File: src/rtl/quad_enc_pkg.sv
// quad_enc_pkg: register map, CTRL bit indices, FSM states and quadrature phase table
// shared by quadrature_encoder_emulator and its phase sequencer.
package quad_enc_pkg;
    localparam logic [3:0] ADDR_CTRL     = 4'h0;
    localparam logic [3:0] ADDR_PERIOD   = 4'h1;
    localparam logic [3:0] ADDR_TARGET   = 4'h2;
    localparam logic [3:0] ADDR_POSITION = 4'h3;
    localparam logic [3:0] ADDR_CPR      = 4'h4;
    localparam logic [3:0] ADDR_STATUS   = 4'h5;
    localparam logic [3:0] ADDR_EDGES    = 4'h6;

    localparam int CTRL_EN   = 0;
    localparam int CTRL_MODE = 1;
    localparam int CTRL_DIR  = 2;

    typedef enum logic {IDLE = 1'b0, COUNT = 1'b1} state_e;

    // AB for phase 0..3, phase 0 in the low bits: 00 -> 10 -> 11 -> 01
    localparam logic [7:0] PHASE_SEQ = {2'b01, 2'b11, 2'b10, 2'b00};

    function automatic logic [1:0] phase_ab(input logic [1:0] p);
        return PHASE_SEQ[{p, 1'b0} +: 2];
    endfunction
endpackage

File: src/rtl/quadrature_phase_sequencer.sv
// quadrature_phase_sequencer: 2-bit up/down phase stepper with registered A/B outputs
// decoded from the phase table so exactly one output toggles per step.
module quadrature_phase_sequencer
    import quad_enc_pkg::*;
(
    input  logic clk,
    input  logic reset_n,
    input  logic step_i,
    input  logic fwd_i,
    output logic a_o,
    output logic b_o
);
    logic [1:0] phase_q, phase_d;
    logic [1:0] ab_q, ab_d;

    always_comb begin
        phase_d = step_i ? (fwd_i ? phase_q + 2'd1 : phase_q - 2'd1) : phase_q;
        ab_d    = phase_ab(phase_d);
    end

    always_ff @(posedge clk or negedge reset_n) begin
        if (!reset_n) begin
            phase_q <= '0;
            ab_q    <= '0;
        end else begin
            phase_q <= phase_d;
            ab_q    <= ab_d;
        end
    end

    assign a_o = ab_q[1];
    assign b_o = ab_q[0];
endmodule

File: src/rtl/quadrature_encoder_emulator.sv
// quadrature_encoder_emulator: Avalon-MM controlled A/B/I encoder emulator (velocity or position mode).
// Define QUAD_ENC_INDEX_EN to build the CPR register, revolution counter and index output I.
module quadrature_encoder_emulator
    import quad_enc_pkg::*;
#(
    parameter int CLOCK_FREQ_HZ = 50_000_000
) (
    input  logic        clk,
    input  logic        reset_n,
    input  logic        write,
    input  logic        read,
    input  logic [3:0]  address,
    input  logic [31:0] writedata,
    output logic [31:0] readdata,
    output logic        A,
    output logic        B,
    output logic        I,
    output logic        busy
);
    logic [2:0]  ctrl_q, ctrl_d;
    logic [31:0] period_q, period_d, target_q, target_d;
    logic [31:0] position_q, position_d, edges_q, edges_d, cnt_q, cnt_d;
    logic [31:0] pos_step;
    state_e      state_q, state_d;
    logic        wr_ctrl, wr_period, wr_target, wr_pos;
    logic        eligible, fwd, still, step, at_target;
    logic        unused_read;

    assign unused_read = read ^ (CLOCK_FREQ_HZ == 0);

    assign wr_ctrl   = write && address == ADDR_CTRL;
    assign wr_period = write && address == ADDR_PERIOD;
    assign wr_target = write && address == ADDR_TARGET;
    assign wr_pos    = write && address == ADDR_POSITION;

    // Motion decisions look only at registered values, never at this cycle's write
    assign at_target = position_q == target_q;
    assign eligible  = ctrl_q[CTRL_EN] && period_q != 0 && (!ctrl_q[CTRL_MODE] || !at_target);
    assign fwd       = ctrl_q[CTRL_MODE] ? $signed(target_q - position_q) > 0 : ctrl_q[CTRL_DIR];
    assign pos_step  = fwd ? position_q + 32'd1 : position_q - 32'd1;
    assign still     = !ctrl_q[CTRL_MODE] || pos_step != target_q;
    assign busy      = state_q == COUNT;

    always_comb begin
        state_d = state_q;
        cnt_d   = cnt_q;
        step    = 1'b0;
        case (state_q)
            IDLE: begin
                if (eligible) begin
                    state_d = COUNT;
                    cnt_d   = period_q - 32'd1;
                end
            end
            COUNT: begin
                if (!eligible) begin
                    state_d = IDLE;
                end else if (cnt_q == 0) begin
                    step    = 1'b1;
                    cnt_d   = period_q - 32'd1;
                    state_d = still ? COUNT : IDLE;
                end else begin
                    cnt_d = cnt_q - 32'd1;
                end
            end
            default: state_d = IDLE;
        endcase
    end

    always_comb begin
        ctrl_d     = wr_ctrl ? writedata[2:0] : ctrl_q;
        period_d   = wr_period ? writedata : period_q;
        target_d   = wr_target ? writedata : target_q;
        position_d = wr_pos ? writedata : step ? pos_step : position_q;
        edges_d    = step ? edges_q + 32'd1 : edges_q;
    end

    always_ff @(posedge clk or negedge reset_n) begin
        if (!reset_n) begin
            state_q    <= IDLE;
            cnt_q      <= '0;
            ctrl_q     <= '0;
            period_q   <= '0;
            target_q   <= '0;
            position_q <= '0;
            edges_q    <= '0;
        end else begin
            state_q    <= state_d;
            cnt_q      <= cnt_d;
            ctrl_q     <= ctrl_d;
            period_q   <= period_d;
            target_q   <= target_d;
            position_q <= position_d;
            edges_q    <= edges_d;
        end
    end

    quadrature_phase_sequencer u_seq (
        .clk    (clk),
        .reset_n(reset_n),
        .step_i (step),
        .fwd_i  (fwd),
        .a_o    (A),
        .b_o    (B)
    );

`ifdef QUAD_ENC_INDEX_EN
    logic [31:0] cpr_q, cpr_d, rev_q, rev_d;
    logic        idx_q, idx_d;
    logic        wr_cpr;

    assign wr_cpr = write && address == ADDR_CPR;

    // I is registered from next-state so it moves on the same clock as A/B
    always_comb begin
        cpr_d = wr_cpr ? writedata : cpr_q;
        rev_d = (wr_cpr || wr_pos) ? 32'd0 :
                !(step && cpr_q != 0) ? rev_q :
                fwd ? (rev_q == cpr_q - 32'd1 ? 32'd0 : rev_q + 32'd1) :
                      (rev_q == 0 ? cpr_q - 32'd1 : rev_q - 32'd1);
        idx_d = rev_d == 0 && cpr_d != 0;
    end

    always_ff @(posedge clk or negedge reset_n) begin
        if (!reset_n) begin
            cpr_q <= '0;
            rev_q <= '0;
            idx_q <= 1'b0;
        end else begin
            cpr_q <= cpr_d;
            rev_q <= rev_d;
            idx_q <= idx_d;
        end
    end

    assign I = idx_q;
`else
    assign I = 1'b0;
`endif

    always_comb begin
        readdata = '0;
        case (address)
            ADDR_CTRL:     readdata = {29'd0, ctrl_q};
            ADDR_PERIOD:   readdata = period_q;
            ADDR_TARGET:   readdata = target_q;
            ADDR_POSITION: readdata = position_q;
`ifdef QUAD_ENC_INDEX_EN
            ADDR_CPR:      readdata = cpr_q;
`endif
            ADDR_STATUS:   readdata = {30'd0, at_target, busy};
            ADDR_EDGES:    readdata = edges_q;
            default:       readdata = '0;
        endcase
    end
endmodule

File: config.mk
export PLATFORM = sky130hd
export DESIGN_NAME = quadrature_encoder_emulator
export DESIGN_NICKNAME = d
export VERILOG_FILES = /design/src/rtl/quad_enc_pkg.sv /design/src/rtl/quadrature_phase_sequencer.sv /design/src/rtl/quadrature_encoder_emulator.sv
export SDC_FILE = /design/constraint.sdc
export NUM_CORES = 1
export LEC_CHECK = 0
export ABC_CLOCK_PERIOD_IN_PS = 8100
export BUFFER_PORTS_ARGS = -buffer_cell sky130_fd_sc_hd__buf_2
export CAP_MARGIN = 20
export CORE_UTILIZATION = 63
export DETAILED_ROUTE_END_ITERATION = 6
export HOLD_SLACK_MARGIN = 0.06
export PLACE_DENSITY_LB_ADDON = 0.3
export SYNTH_ARGS = -nofsm -noshare
export SYNTH_HDL_FRONTEND = slang
export SYNTH_SLANG_ARGS = --single-unit
export TNS_END_PERCENT = 30
File: constraint.sdc
create_clock -name clk -period 8.1 [get_ports clk]
set_clock_uncertainty 0.15 [all_clocks]
set_input_delay 0.405 -clock clk [delete_from_list [all_inputs] [get_ports clk]]
set_output_delay 0.405 -clock clk [all_outputs]
set_load 0.05 [all_outputs]
### Yosys cells after proc, flatten, opt, wreduce, memory -nomap -nowiden

Index checks and enable logic that the tools add are counted.

| word-level totals | value |
|---|---|
| bits in writable memories | 0 |
| register bits after elaboration | 168 |
| memories | 0 |
| input port bits | 40 |
| ROM bits | 0 |
| output and inout port bits | 36 |
| bits in latches | 0 |

| cells by class | value |
|---|---|
| add/sub/neg operators | 8 |
| magnitude comparators | 1 |
| multiplexer cells | 19 |
| reductions and logical operators | 15 |
| multipliers | 0 |
| divide/modulo/power cells | 0 |
| shifts and indexed selects | 1 |
| equality and inequality tests | 9 |
| bitwise gates (word level) | 1 |

Operators by type and width:

| kind | count |
|---|---|
| 32-bit 2-to-1 mux | 6 |
| 32-bit case mux with 6 select lines | 1 |
| 32-bit by 1-bit subtractor with 32-bit output (second input constant) | 3 |
| 32-bit by 1-bit adder with 32-bit output (second input constant) | 2 |
| 32-bit case mux with 2 select lines | 1 |
| 32-bit == test | 1 |
| 32-bit by 1-bit > comparator with 1-bit output (second input constant) | 1 |
| 32-bit logical NOT | 1 |
| 32-bit != test | 1 |
| 32-bit nonzero test | 1 |
| 32-bit subtractor | 1 |
| 4-bit by 2-bit == test with 1-bit output (second input constant) | 2 |
| 4-bit by 3-bit == test with 1-bit output (second input constant) | 2 |
| 1-bit 2-to-1 mux | 8 |
| 8-bit by 4-bit variable part select with 2-bit output (first input constant) | 1 |
| 1-bit logical AND | 6 |
| 4-bit by 1-bit == test with 1-bit output (second input constant) | 1 |
| 4-bit logical NOT | 1 |
| 2-bit 2-to-1 mux | 2 |
| 2-bit by 1-bit adder with 2-bit output (second input constant) | 1 |
| 1-bit logical NOT | 2 |
| 1-bit logical OR | 2 |
| 2-bit by 1-bit != test with 1-bit output (second input constant) | 1 |
| 2-bit != test (second input constant) | 1 |
| 5 further kinds | 5 |

### Logic depth before layout (Yosys ltp)

Gate-level depths: netlist (run 1).

| depth | value |
|---|---|
| depth in word-level cells | 10 |
| gate-level depth with buffers | 27 |
| depth with buffers taken out | 24 |

### Hierarchy

Synthesis (run 1) repeated with hierarchy kept, for this count alone.

| unflattened totals | value |
|---|---|
| cells, all modules | 1595 |
| area total of the unflattened synthesis | 13467.9 um^2 |

Modules (own cells, without submodules):

| module | instances | area an instance (um^2) | cells each |
|---|---|---|---|
| quadrature_encoder_emulator | 1 | 13344.0 | 1586 |
| quadrature_phase_sequencer | 1 | 123.9 | 9 |

### Least setup slack after synthesis (run 1)

OpenSTA, ideal clock, no wires.

| timing path | value |
|---|---|
| path type | flip-flop to flip-flop |
| start point | reg target_q[25] |
| end point | reg state_q, in the netlist busy |
| data arrival time | 6.229 ns |
| setup slack | 1.581 ns |
| period minus slack after synthesis | 6.519 ns |
| library setup time | 0.140 ns |
| buffers on the path | 1 |
| required time | 7.810 ns |
| stages on the path, launching flop included | 25 |
| cell sequence | dfrtp_1 > ha_1 > a21o_1 > a31oi_2 > o32ai_1 > a2111o_1 > or4_1 > or4_1 > nor4_1 > nand4_1 > o21ai_4 > ha_1 > or4_1 > o21a_1 > and2_1 > buf_6 > a41oi_4 > xnor2_1 > xnor2_1 > o2111ai_1 > nor4_1 > nand3_1 > or4_1 > nor4_2 > a41oi_1 |

| between the ends | value |
|---|---|
| longest elaborated chain between the ends | 10 |
| elaborated cells between the ends (all ways) | 15 |
| those cells by class | add/sub: 1; order compare: 1; eq/ne: 2; mux: 7; reduce/logical: 4 |

RTL lines:

| what | line | text |
|---|---|---|
| start, declared | quadrature_encoder_emulator.sv:21 | `logic [31:0] period_q, period_d, target_q, target_d;` |
| start signal, assigned | quadrature_encoder_emulator.sv:92 | `target_q <= target_d;` |
| 32-bit subtractor | quadrature_encoder_emulator.sv:39 | `assign fwd = ctrl_q[CTRL_MODE] ? $signed(target_q - position_q) > 0 : ctrl_q[CTRL_DIR];` |
| 32-bit by 1-bit > comparator with 1-bit output | quadrature_encoder_emulator.sv:39 |  |
| 1-bit 2-to-1 mux | quadrature_encoder_emulator.sv:39 |  |
| 32-bit 2-to-1 mux | quadrature_encoder_emulator.sv:40 | `assign pos_step = fwd ? position_q + 32'd1 : position_q - 32'd1;` |
| 32-bit != test | quadrature_encoder_emulator.sv:41 | `assign still = !ctrl_q[CTRL_MODE] \|\| pos_step != target_q;` |
| 1-bit logical OR | quadrature_encoder_emulator.sv:41 |  |
| 1-bit 2-to-1 mux | quadrature_encoder_emulator.sv:61 | `state_d = still ? COUNT : IDLE;` |
| 1-bit 2-to-1 mux | quadrature_encoder_emulator.sv:58 | `end else if (cnt_q == 0) begin` |
| 1-bit 2-to-1 mux | quadrature_encoder_emulator.sv:56 | `if (!eligible) begin` |
| 1-bit case mux with 2 select lines * | quadrature_encoder_emulator.sv:48 | `case (state_q)` |
| named net state_d | quadrature_encoder_emulator.sv:24 | `state_e state_q, state_d;` |
| end signal, assigned | quadrature_encoder_emulator.sv:88 | `state_q <= state_d;` |
| end, declared | quadrature_encoder_emulator.sv:24 |  |

The timed path passes the listed nets; every way through them passes the cells marked *.
A chain may end at the register's enable or synchronous reset.

### Worst setup path in the final report (run 1)

| timing path | value |
|---|---|
| start point | reg target_q[8] |
| end point | reg state_q, in the netlist busy |

Same word-level chain as after synthesis.

==> results of run 1 <==
[worst max path at each step]
| stage | endpoint | depth (start not counted) |
|---|---|---|
| after floorplan | busy$_DFF_PN0_ | 24 |
| after global placement | busy$_DFF_PN0_ | 24 |
| after detailed placement | busy$_DFF_PN0_ | 24 |
| after CTS | busy$_DFF_PN0_ | 24 |
| after global routing | busy$_DFF_PN0_ | 24 |
| final | busy$_DFF_PN0_ | 24 |
[worst register-to-register path, delay by kind of cell, from the launching register on]
family / cells / cell delay, ps
xor gates and xnor gates: 2 / 350
DFF: 1 / 460
and+or+nand+nor: 8 / 2630
adders and majority gates: 2 / 760
buffers and inverters: 2 / 360
AOI/OAI and AO/OA: 10 / 2890
[layout make-up]
class	count	area (µm²)	share of cell area (%)
Antenna cell	3	7.507	0.05250
Clock buffer	19	442.9	3.097
Sequential cell	167	4179	29.22
Tap cell	270	337.8	2.362
Inverter	60	225.2	1.575
Clock inverter	13	111.4	0.7787
Timing Repair Buffer	98	579.3	4.051
Multi-Input combinational cell	1232	8417	58.86
[placed cells by master (no fill, tap or decap), drive strengths merged, types with 9 or more instances in the layout]
master	synthesis	final
dfrtp	167	167
nand2	138	138
nor2	126	126
o21ai	121	121
a21oi	107	107
buf	19	90
xnor2	82	82
mux2	69	69
inv	60	66
ha	65	65
xor2	53	53
nor3	51	51
nand3	47	47
a22o	43	43
a221o	34	34
a21o	29	29
nand4	23	23
and3	22	22
nor4	21	21
a31oi	19	19
clkbuf	65	19
o22ai	14	14
nand2b	13	13
or3	12	12
nor2b	12	12
a211oi	11	11
o211ai	10	10
o2111ai	9	9
[layer usage]
layer / vias to the layer above / part of all wire [%] / global-route usage (%)
met2: 643 / 47 / 61.43
met1: 5975 / 40 / 49.96
met4: 0 / 5.2 / 21.77
met5: - / 0 / 0
li1: 5767 / - / -
met3: 136 / 8.6 / 7.344
[timing repair]
action,in CTS,in global routing
hold buffers,8,0
hold endpoints to repair,101,0
setup endpoints to repair,0,1
resized for setup,0,2
[registers in the layout, summed over array words and instances (netlist names)]
signal and flops:
position_q 32, ctrl_q 3, edges_q 32, u_seq.phase_q 1, target_q 32, cnt_q 32, period_q 32, busy 1
u_seq.ab_q 2
[through the flow]
step / cell area [µm²] / setup WS (ps) / hold slack, ps / util, % / cells
final: 14300 / 346.7 / 72.26 / 70.22 / 1862
after global routing: 14300 / 94.58 / 68.36 / 70.22 / 1862
after CTS: 14280 / 408.6 / 62.95 / 70.13 / 1859
after detailed placement: 13650 / 507.3 / 330.5 / 67.02 / 1819
after global placement: 13650 / 684.9 / 313.0 / 67.02 / 1819
after floorplan: 13130 / 1581 / -40.59 / - / 1543
[report_power, final]
group	total, W	internal, W	switching (W)
clock	0.000781	0.000409	0.000372
combinational	0.00339	0.00133	0.00206
sequential	0.00135	0.00103	0.000320
total	0.00552	0.00277	0.00275
[cells by family after synthesis]
logic type | count (synthesis) | synth area share (%)
AO/OA/AOI/OAI | 455 | 23.51
XOR/XNOR | 135 | 9.005
adder cells (fa/ha/maj) | 66 | 6.346
flip-flops | 167 | 31.83
other | 1 | 0.02856
multiplexers | 78 | 6.699
buffers and inverters | 144 | 4.345
AND/OR/NAND/NOR | 497 | 18.24
==> impl_metrics.csv, run 1 <==
group,metric,value,unit
cts,root_buffer,"clkbuf_16",
setup_path,worstSetupPathType,"reg -> reg",
sta,maxSlewViolCount,0,
synth,yosys_warnings,0,
setup_path,r2r_slack,350,ps
die,design.core.area,20360,µm²
die,ios,76,
pwr,ir_worst_vdd,270.5,µV
setup_path,timing.rr.end,"busy$_DFF_PN0_",
cells_and_area,layout-drive-gt1-share,13.78,%
pwr,power.total,0.005517,W
setup_path,crit_top_cell,"or4_1",
synth,synth_enable_flop_cells,0,
detailed_routing,first_pass_iters,6,
cells_and_area,fillers,1645,
cts,clkSlewWorstSetupHoldPaths,70,ps
synth,avgSynthCellArea,8.509,µm²
die,die_x,146.4,µm
detailed_routing,via_per_inst,6.724,
cts,clkSinkCount,167,
detailed_routing,routed_wl,41.33,mm
synth,synthCells,1543,
pwr,leakagePower,6.295,nW
setup_path,worst_setup_path_end_kind,"flip-flop",
grt,antenna_found_initial,3,
setup_path,r2r_start,"target_q[8]$_DFFE_PN0P_",
cts,cts_tree,"yes",
placement,hpwl,30.80,mm
synth,synthArstFlopShare,100.0,%
synth,netlist_top_cells_count,"167 x dfrtp_1, 138 x nand2_1, 126 x nor2_1",
setup_path,worst-path-buf-inv,2,
setup_path,arrival,7900,ps
cts,clkLatencyLatePin,440,ps
hold_path,min_from,"writedata[31]",
pwr,power.density,385.8,nW/µm²
setup_path,crit_path_top_delay_cell,"or4_1",
cts,cts_buffer_depth,2,
setup_path,crit_fanout,11,
hold_path,min_path_type,"in -> reg",
setup_path,critPathMaxStageDelay,530,ps
detailed_routing,ant_nets,0,
die,rows,52,
setup_path,cp-start-kind,"flip-flop",
cts,cts_buffers,17,
synth,yosysTopAreaCell,"dfrtp_1",
die,initial_core_util,64.48,%
synth,synthDominantCellAreaShare,31.83,%
detailed_routing,drtIter0Drc,1290,
synth,synthTopCellsByArea,"dfrtp_1 32%, ha_1 6.2%, mux2_2 5.9%",
synth,synth_seq_cells,167,
cells_and_area,area_delta_synth_final,8.910,%
sta,period_needed,7753,ps
placement,place_congestion,0.9931,
synth,synth_fp_nets,1649,
detailed_routing,post_drt_wl_per_cell,22.20,µm
grt,grtUsageTotal,38.78,%
cts,cts_setup_buffers,0,
setup_path,reg2reg_depth,24,
setup_path,crit_required,8250,ps
setup_path,path_cells,"ha_1, a21oi_1, o21ai_0, a32oi_1, o211ai_1, or4_1, or4_1, nor4_1, nand4_1, o21ai_4, buf_4, ha_1, and2_1, and3_1, a221o_1, o2111ai_1, o21ai_2, inv_1, a211oi_1, xnor2_1, xnor2_1, or4_1, nor4_2, a41oi_1",
setup_path,path_delay_family,"compound AO/OA/AOI/OAI gates",
grt,grt_max_degree,96,
setup_path,crit_start,"target_q[8]$_DFFE_PN0P_",
detailed_routing,drc,0,
sta,finalHoldViolations,0,
sta,fin_setup_tns,0,ps
detailed_routing,num_vias,12521,
grt,grt_pass1_wl,64.34,mm
synth,yosys_most_used_dff,"dfrtp_1",
grt,grt.overflow.total,0,
sta,rsz0062_at_grt,"no",
sta,period_share,95.72,%
synth,synth_area,13130,µm²
hold_path,holdPathEnd,"position_q[31]$_DFFE_PN0P_",
sta,fmax,129.0,MHz
synth,ys_seq_area_share,31.83,%
sta,slew-limit-headroom,38.68,%
synth,synth_cell_types,78,
placement,portBuffers,73,
hold_path,holdPathStages,3,
sta,setup_viol,0,
grt,grt_pass1_vias,11785,
sta,worst_pin_slew,919.7,ps
die,fp.dieH,146.4,µm
job,cap_violations,0,
die,fp.dieArea,21420,µm²
cts,htree_levels,4,
cells_and_area,fin_nets,1682,
run_status,status,"complete, no violations",
synth,synth.most_common_cell,"dfrtp_1",
No activity file was read; power rests on OpenSTA's default activity.
==> inputs of run 2 (changes only) <==
--- a/config.mk
+++ b/config.mk
@@ -8,6 +8,7 @@
 export ABC_CLOCK_PERIOD_IN_PS = 8100
 export BUFFER_PORTS_ARGS = -buffer_cell sky130_fd_sc_hd__buf_2
 export CAP_MARGIN = 20
+export CORE_MARGIN = 2
 export CORE_UTILIZATION = 63
 export DETAILED_ROUTE_END_ITERATION = 6
 export HOLD_SLACK_MARGIN = 0.06
==> impl_metrics.csv, run 2 (synthesized netlist as in run 1, its figures left out) <==
group,metric,value,unit
run_status,status,"complete, no violations",
detailed_routing,post_drt_wl_per_cell,22.50,µm
cts,cts_setup_buffers,0,
pwr,ir_worst_vdd,207.4,µV
setup_path,worst-path-buf-inv,3,
setup_path,crit_cells,26,
die,ios,76,
cells_and_area,fin_util,70.32,%
detailed_routing,routed_wl,41.92,mm
sta,maxSlewViolCount,0,
grt,antenna_found_initial,2,
setup_path,r2r_slack,450,ps
placement,hpwl,30.98,mm
sta,slew-limit-headroom,32.43,%
die,design.core.area,20360,µm²
cells_and_area,stdcell_area,14320,µm²
cts,clkSlewWorstSetupHoldPaths,70,ps
die,fp.dieArea,22010,µm²
hold_path,min_path_type,"in -> reg",
detailed_routing,drc,0,
sta,setup_viol,0,
pwr,leakagePower,6.313,nW
setup_path,cp-endpoint,"busy$_DFF_PN0_",
setup_path,cp-start-kind,"flip-flop",
sta,rsz0062_at_grt,"no",
setup_path,worst_setup_path_end_kind,"flip-flop",
die,rows,52,
setup_path,path_delay_family,"simple AND/OR/NAND/NOR gates",
die,fp.dieH,148.4,µm
sta,finalHoldViolations,0,
cts,cts_buffer_depth,2,
job,cap_violations,0,
setup_path,reg2reg_depth,26,
cells_and_area,layout_common_cells,"167 x dfrtp_1, 138 x nand2_1, 125 x nor2_1",
cts,htree_levels,4,
die,initial_core_util,64.48,%
setup_path,crit_required,8250,ps
setup_path,critPathMaxStageDelay,540,ps
setup_path,crit_fanout,12,
sta,fin_setup_tns,0,ps
placement,place_inst,1822,
cts,clkLatencyLatePin,440,ps
cells_and_area,final_common_cell,"dfrtp_1",
detailed_routing,ant_nets,0,
cts,clkSinkCount,167,
setup_path,timing.rr.end,"busy$_DFF_PN0_",
detailed_routing,drtIter0Drc,1235,
cts,root_buffer,"clkbuf_16",
pwr,power.density,387.6,nW/µm²
cells_and_area,area_delta_synth_final,9.072,%
placement,place_congestion,0.9951,
sta,fmax,130.8,MHz
detailed_routing,num_vias,12610,
setup_path,r2r_start,"position_q[8]$_DFFE_PN0P_",
setup_path,worstSetupPathType,"reg -> reg",
setup_path,arrival,7800,ps
sta,period_needed,7647,ps
grt,grt.overflow.total,0,
sta,period_share,94.40,%
setup_path,crit_start,"position_q[8]$_DFFE_PN0P_",
placement,place_area,13670,µm²
cts,cts_tree,"yes",
grt,grt_max_degree,93,
cells_and_area,fin_cells,1863,
cells_and_area,fin_nets,1685,
placement,portBuffers,73,
detailed_routing,first_pass_iters,7,
grt,grtUsageTotal,38.38,%
grt,grt_pass1_wl,65.31,mm
detailed_routing,via_per_inst,6.769,
setup_path,crit_path_top_delay_cell,"or4_1",
sta,worst_pin_slew,1013,ps
die,die_x,148.4,µm
cells_and_area,layout-drive-gt1-share,13.83,%
cts,cts_buffers,17,
grt,grt_pass1_vias,11779,
[run 2: timing repair]
item | in CTS | in global routing
gates resized for setup | 0 | 1
hold endpoints to repair | 98 | 0
hold buffers | 8 | 0
setup endpoints to repair | 0 | 1
[run 2: worst min path at each step]
stage | start | endpoint | slack, ps | cells past startpoint
final | writedata[26] | position_q[26]$_DFFE_PN0P_ | 70 | 3
after CTS | writedata[19] | position_q[19]$_DFFE_PN0P_ | 60 | 3
after global routing | writedata[26] | position_q[26]$_DFFE_PN0P_ | 70 | 3
after global placement | edges_q[31]$_DFFE_PN0P_ | edges_q[31]$_DFFE_PN0P_ | 310 | 1
after detailed placement | edges_q[31]$_DFFE_PN0P_ | edges_q[31]$_DFFE_PN0P_ | 320 | 1
after floorplan | reset_n | busy$_DFF_PN0_ | -40 | 0
[run 2: cell type report]
cell class / instances / area, µm²
timing repair buffer: 101 / 601.8
fill: 1640 / 6043
clock inverter: 12 / 117.6
tap: 270 / 337.8
inverter: 60 / 225.2
clock buffer: 19 / 442.9
multi-input combinational: 1232 / 8412
sequential: 167 / 4179
antenna: 2 / 5.005
[run 2: tightest hold or removal path: cells and delay by family]
family                 cells  cell delay, ps
buffers and inverters      1             110
and+or+nand+nor            1              50
AOI/OAI and AO/OA          1              60
[run 2: through the flow]
step                hold WS (ps)  power [W]  worst slack, ps
floorplan                 -40.59   0.003799             1581
CTS                        61.51   0.005451            630.2
global route               74.05   0.005906            5.485
detailed placement         316.8   0.004615            677.7
global placement           310.8   0.004563            758.7
finish                     67.07   0.005551            453.3
[run 2: power by group]
part           internal (W)  leakage (nW)  switching (W)
Combinational       0.00135          3.96        0.00205
Clock              0.000435         0.263       0.000374
Sequential          0.00103          2.09       0.000315
Total               0.00281          6.31        0.00274
[run 2: per-layer routing]
layer	global-route usage, %	routed length [µm]
met5	0	0
met3	6.288	3591
met1	51.14	17050
met2	61.78	19170
met4	17.52	2113
==> inputs of run 3 (changes only) <==
--- a/config.mk
+++ b/config.mk
@@ -9,7 +9,7 @@
 export BUFFER_PORTS_ARGS = -buffer_cell sky130_fd_sc_hd__buf_2
 export CAP_MARGIN = 20
 export CORE_MARGIN = 2
-export CORE_UTILIZATION = 63
+export CORE_UTILIZATION = 61
 export DETAILED_ROUTE_END_ITERATION = 6
 export HOLD_SLACK_MARGIN = 0.06
 export PLACE_DENSITY_LB_ADDON = 0.3
==> impl_metrics.csv, run 3 (synthesized netlist as in run 1, its figures left out) <==
group,metric,value,unit
setup_path,crit_fanout,20,
cells_and_area,area_delta_synth_final,9.958,%
detailed_routing,drtIter0Drc,1092,
run_status,status,"complete, no violations",
detailed_routing,post_drt_wl_per_cell,22.91,µm
sta,finalHoldViolations,0,
die,fp.dieArea,22720,µm²
cts,clkSlewWorstSetupHoldPaths,70,ps
cells_and_area,fin_util,68.46,%
setup_path,r2r_start,"position_q[8]$_DFFE_PN0P_",
sta,rsz0062_at_grt,"no",
sta,fin_setup_tns,0,ps
sta,setup_viol,0,
sta,period_needed,7831,ps
cts,root_buffer,"clkbuf_16",
cells_and_area,final_common_cell,"dfrtp_1",
die,fp.dieH,150.7,µm
detailed_routing,num_vias,12577,
grt,grt_pass1_vias,11735,
cts,cts_buffer_depth,2,
pwr,p_comb_share,60.2,%
setup_path,crit_required,8250,ps
placement,place_congestion,0.9969,
grt,grt.overflow.total,0,
setup_path,worstSetupPathType,"reg -> reg",
setup_path,arrival,7980,ps
sta,fmax,127.7,MHz
hold_path,holdPathStages,3,
sta,slew-limit-headroom,36.12,%
die,initial_core_util,62.26,%
sta,worst_pin_slew,958.2,ps
detailed_routing,routed_wl,42.89,mm
setup_path,critPathMaxStageDelay,520,ps
setup_path,worst_setup_path_end_kind,"flip-flop",
die,ios,76,
cts,cts_buffers,17,
cts,cts_setup_buffers,0,
cts,clkLatencyLatePin,440,ps
placement,portBuffers,73,
detailed_routing,first_pass_iters,5,
grt,grt_max_degree,103,
setup_path,cp-start-kind,"flip-flop",
cells_and_area,layout_common_cells,"167 x dfrtp_1, 138 x nand2_1, 125 x nor2_1",
cells_and_area,layout-drive-gt1-share,13.85,%
pwr,power.density,391.2,nW/µm²
sta,period_share,96.67,%
grt,use_met3,7.879,%
grt,grtUsageMet2,60.86,%
setup_path,reg2reg_depth,25,
grt,grtUsageTotal,37.75,%
setup_path,crit_start,"position_q[8]$_DFFE_PN0P_",
die,rows,53,
die,design.core.area,21090,µm²
setup_path,crit_path_top_delay_cell,"nor4_1",
placement,hpwl,31.41,mm
detailed_routing,ant_nets,0,
pwr,internal_power,0.002878,W
cts,cts_tree,"yes",
grt,grt-busiest-layer,"met2",
job,cap_violations,0,
hold_path,min_from,"writedata[11]",
grt,use_met1,48.14,%
pwr,power.share.clock,16.0,%
cells_and_area,fin_nets,1689,
pwr,p_sw_share,49.04,%
grt,grt_pass1_wl,65.18,mm
pwr,leakagePower,6.374,nW
detailed_routing,drc,0,
cts,clkSinkCount,167,
die,die_x,150.7,µm
cts,htree_levels,4,
grt,antenna_found_initial,1,
sta,maxSlewViolCount,0,
pwr,p_seq_share,23.8,%
pwr,ir_worst_vdd,195.7,µV
detailed_routing,via_per_inst,6.718,
pwr,power_switching,0.002770,W
hold_path,min_path_type,"in -> reg",
-- run 3: cell types whose count changed in the layout (fill, tap and decap cells not counted), sizes merged --
| cell | delta |
|---|---|
| buf | -1 |
| bufinv | +2 |
| clkinv | +2 |
| clkinvlp | -4 |
| diode | -1 |
| dlygate4sd3 | +5 |
| inv | +1 |
-- run 3: cell type report --
type / count / area [µm²]
sequential: 167 / 4179
tap: 275 / 344.1
timing repair buffer: 105 / 644.4
antenna: 1 / 2.502
multi-input combinational: 1232 / 8412
fill: 1711 / 6650
clock inverter: 13 / 187.7
inverter: 60 / 225.2
clock buffer: 19 / 442.9
-- run 3: worst paths after layout --
check | to | slack, ps
min in group asynchronous | target_q[5]$_DFFE_PN0P_ | 470
max | busy$_DFF_PN0_ | 270
min | position_q[11]$_DFFE_PN0P_ | 70
max reg2reg | busy$_DFF_PN0_ | 270
max in group asynchronous | position_q[29]$_DFFE_PN0P_ | 5900
min reg2reg | edges_q[31]$_DFFE_PN0P_ | 330
-- run 3: layer usage --
metal | up-vias | routed length, µm
li1 | 5742 | -
met1 | 6076 | 17260
met2 | 642 | 19880
met3 | 117 | 3610
met4 | 0 | 2133
met5 | - | 0
-- run 3: worst max-delay path, delay by kind of cell, from the launching register on --
| kind | cells | cell delay [ps] |
|---|---|---|
| compound gates | 11 | 2500 |
| simple gates | 9 | 3120 |
| buf+inv | 2 | 440 |
| fa+ha+maj | 2 | 780 |
| mux | 1 | 240 |
| flops | 1 | 420 |
-- run 3: timing repair --
action,CTS,global route
setup endpoints to repair,0,1
gates resized for setup,0,1
endpoints found under the hold margin,113,0
hold buffers,13,0
-- run 3: stage by stage --
step	std cells	hold WS (ps)	cell area [µm²]	total power, W	setup WS, ps
after floorplan	1543	-40.59	13130	0.003799	1581
after global placement	1826	307.3	13670	0.004570	616.3
after detailed placement	1826	313.3	13670	0.004611	606.6
after CTS	1871	61.56	14430	0.005551	541.4
after global routing	1872	77.96	14440	0.005990	42.63
final	1872	65.80	14440	0.005649	269.4
-- run 3: power groups by stage --
stage	Sequential [W]	Clock, W	Combinational, W
after global routing	0.00136	0.000936	0.00369
after global placement	0.00133	0	0.00324
after floorplan	0.00122	0	0.00258
after CTS	0.00133	0.000905	0.00332
final	0.00134	0.000903	0.00340
after detailed placement	0.00134	0	0.00327
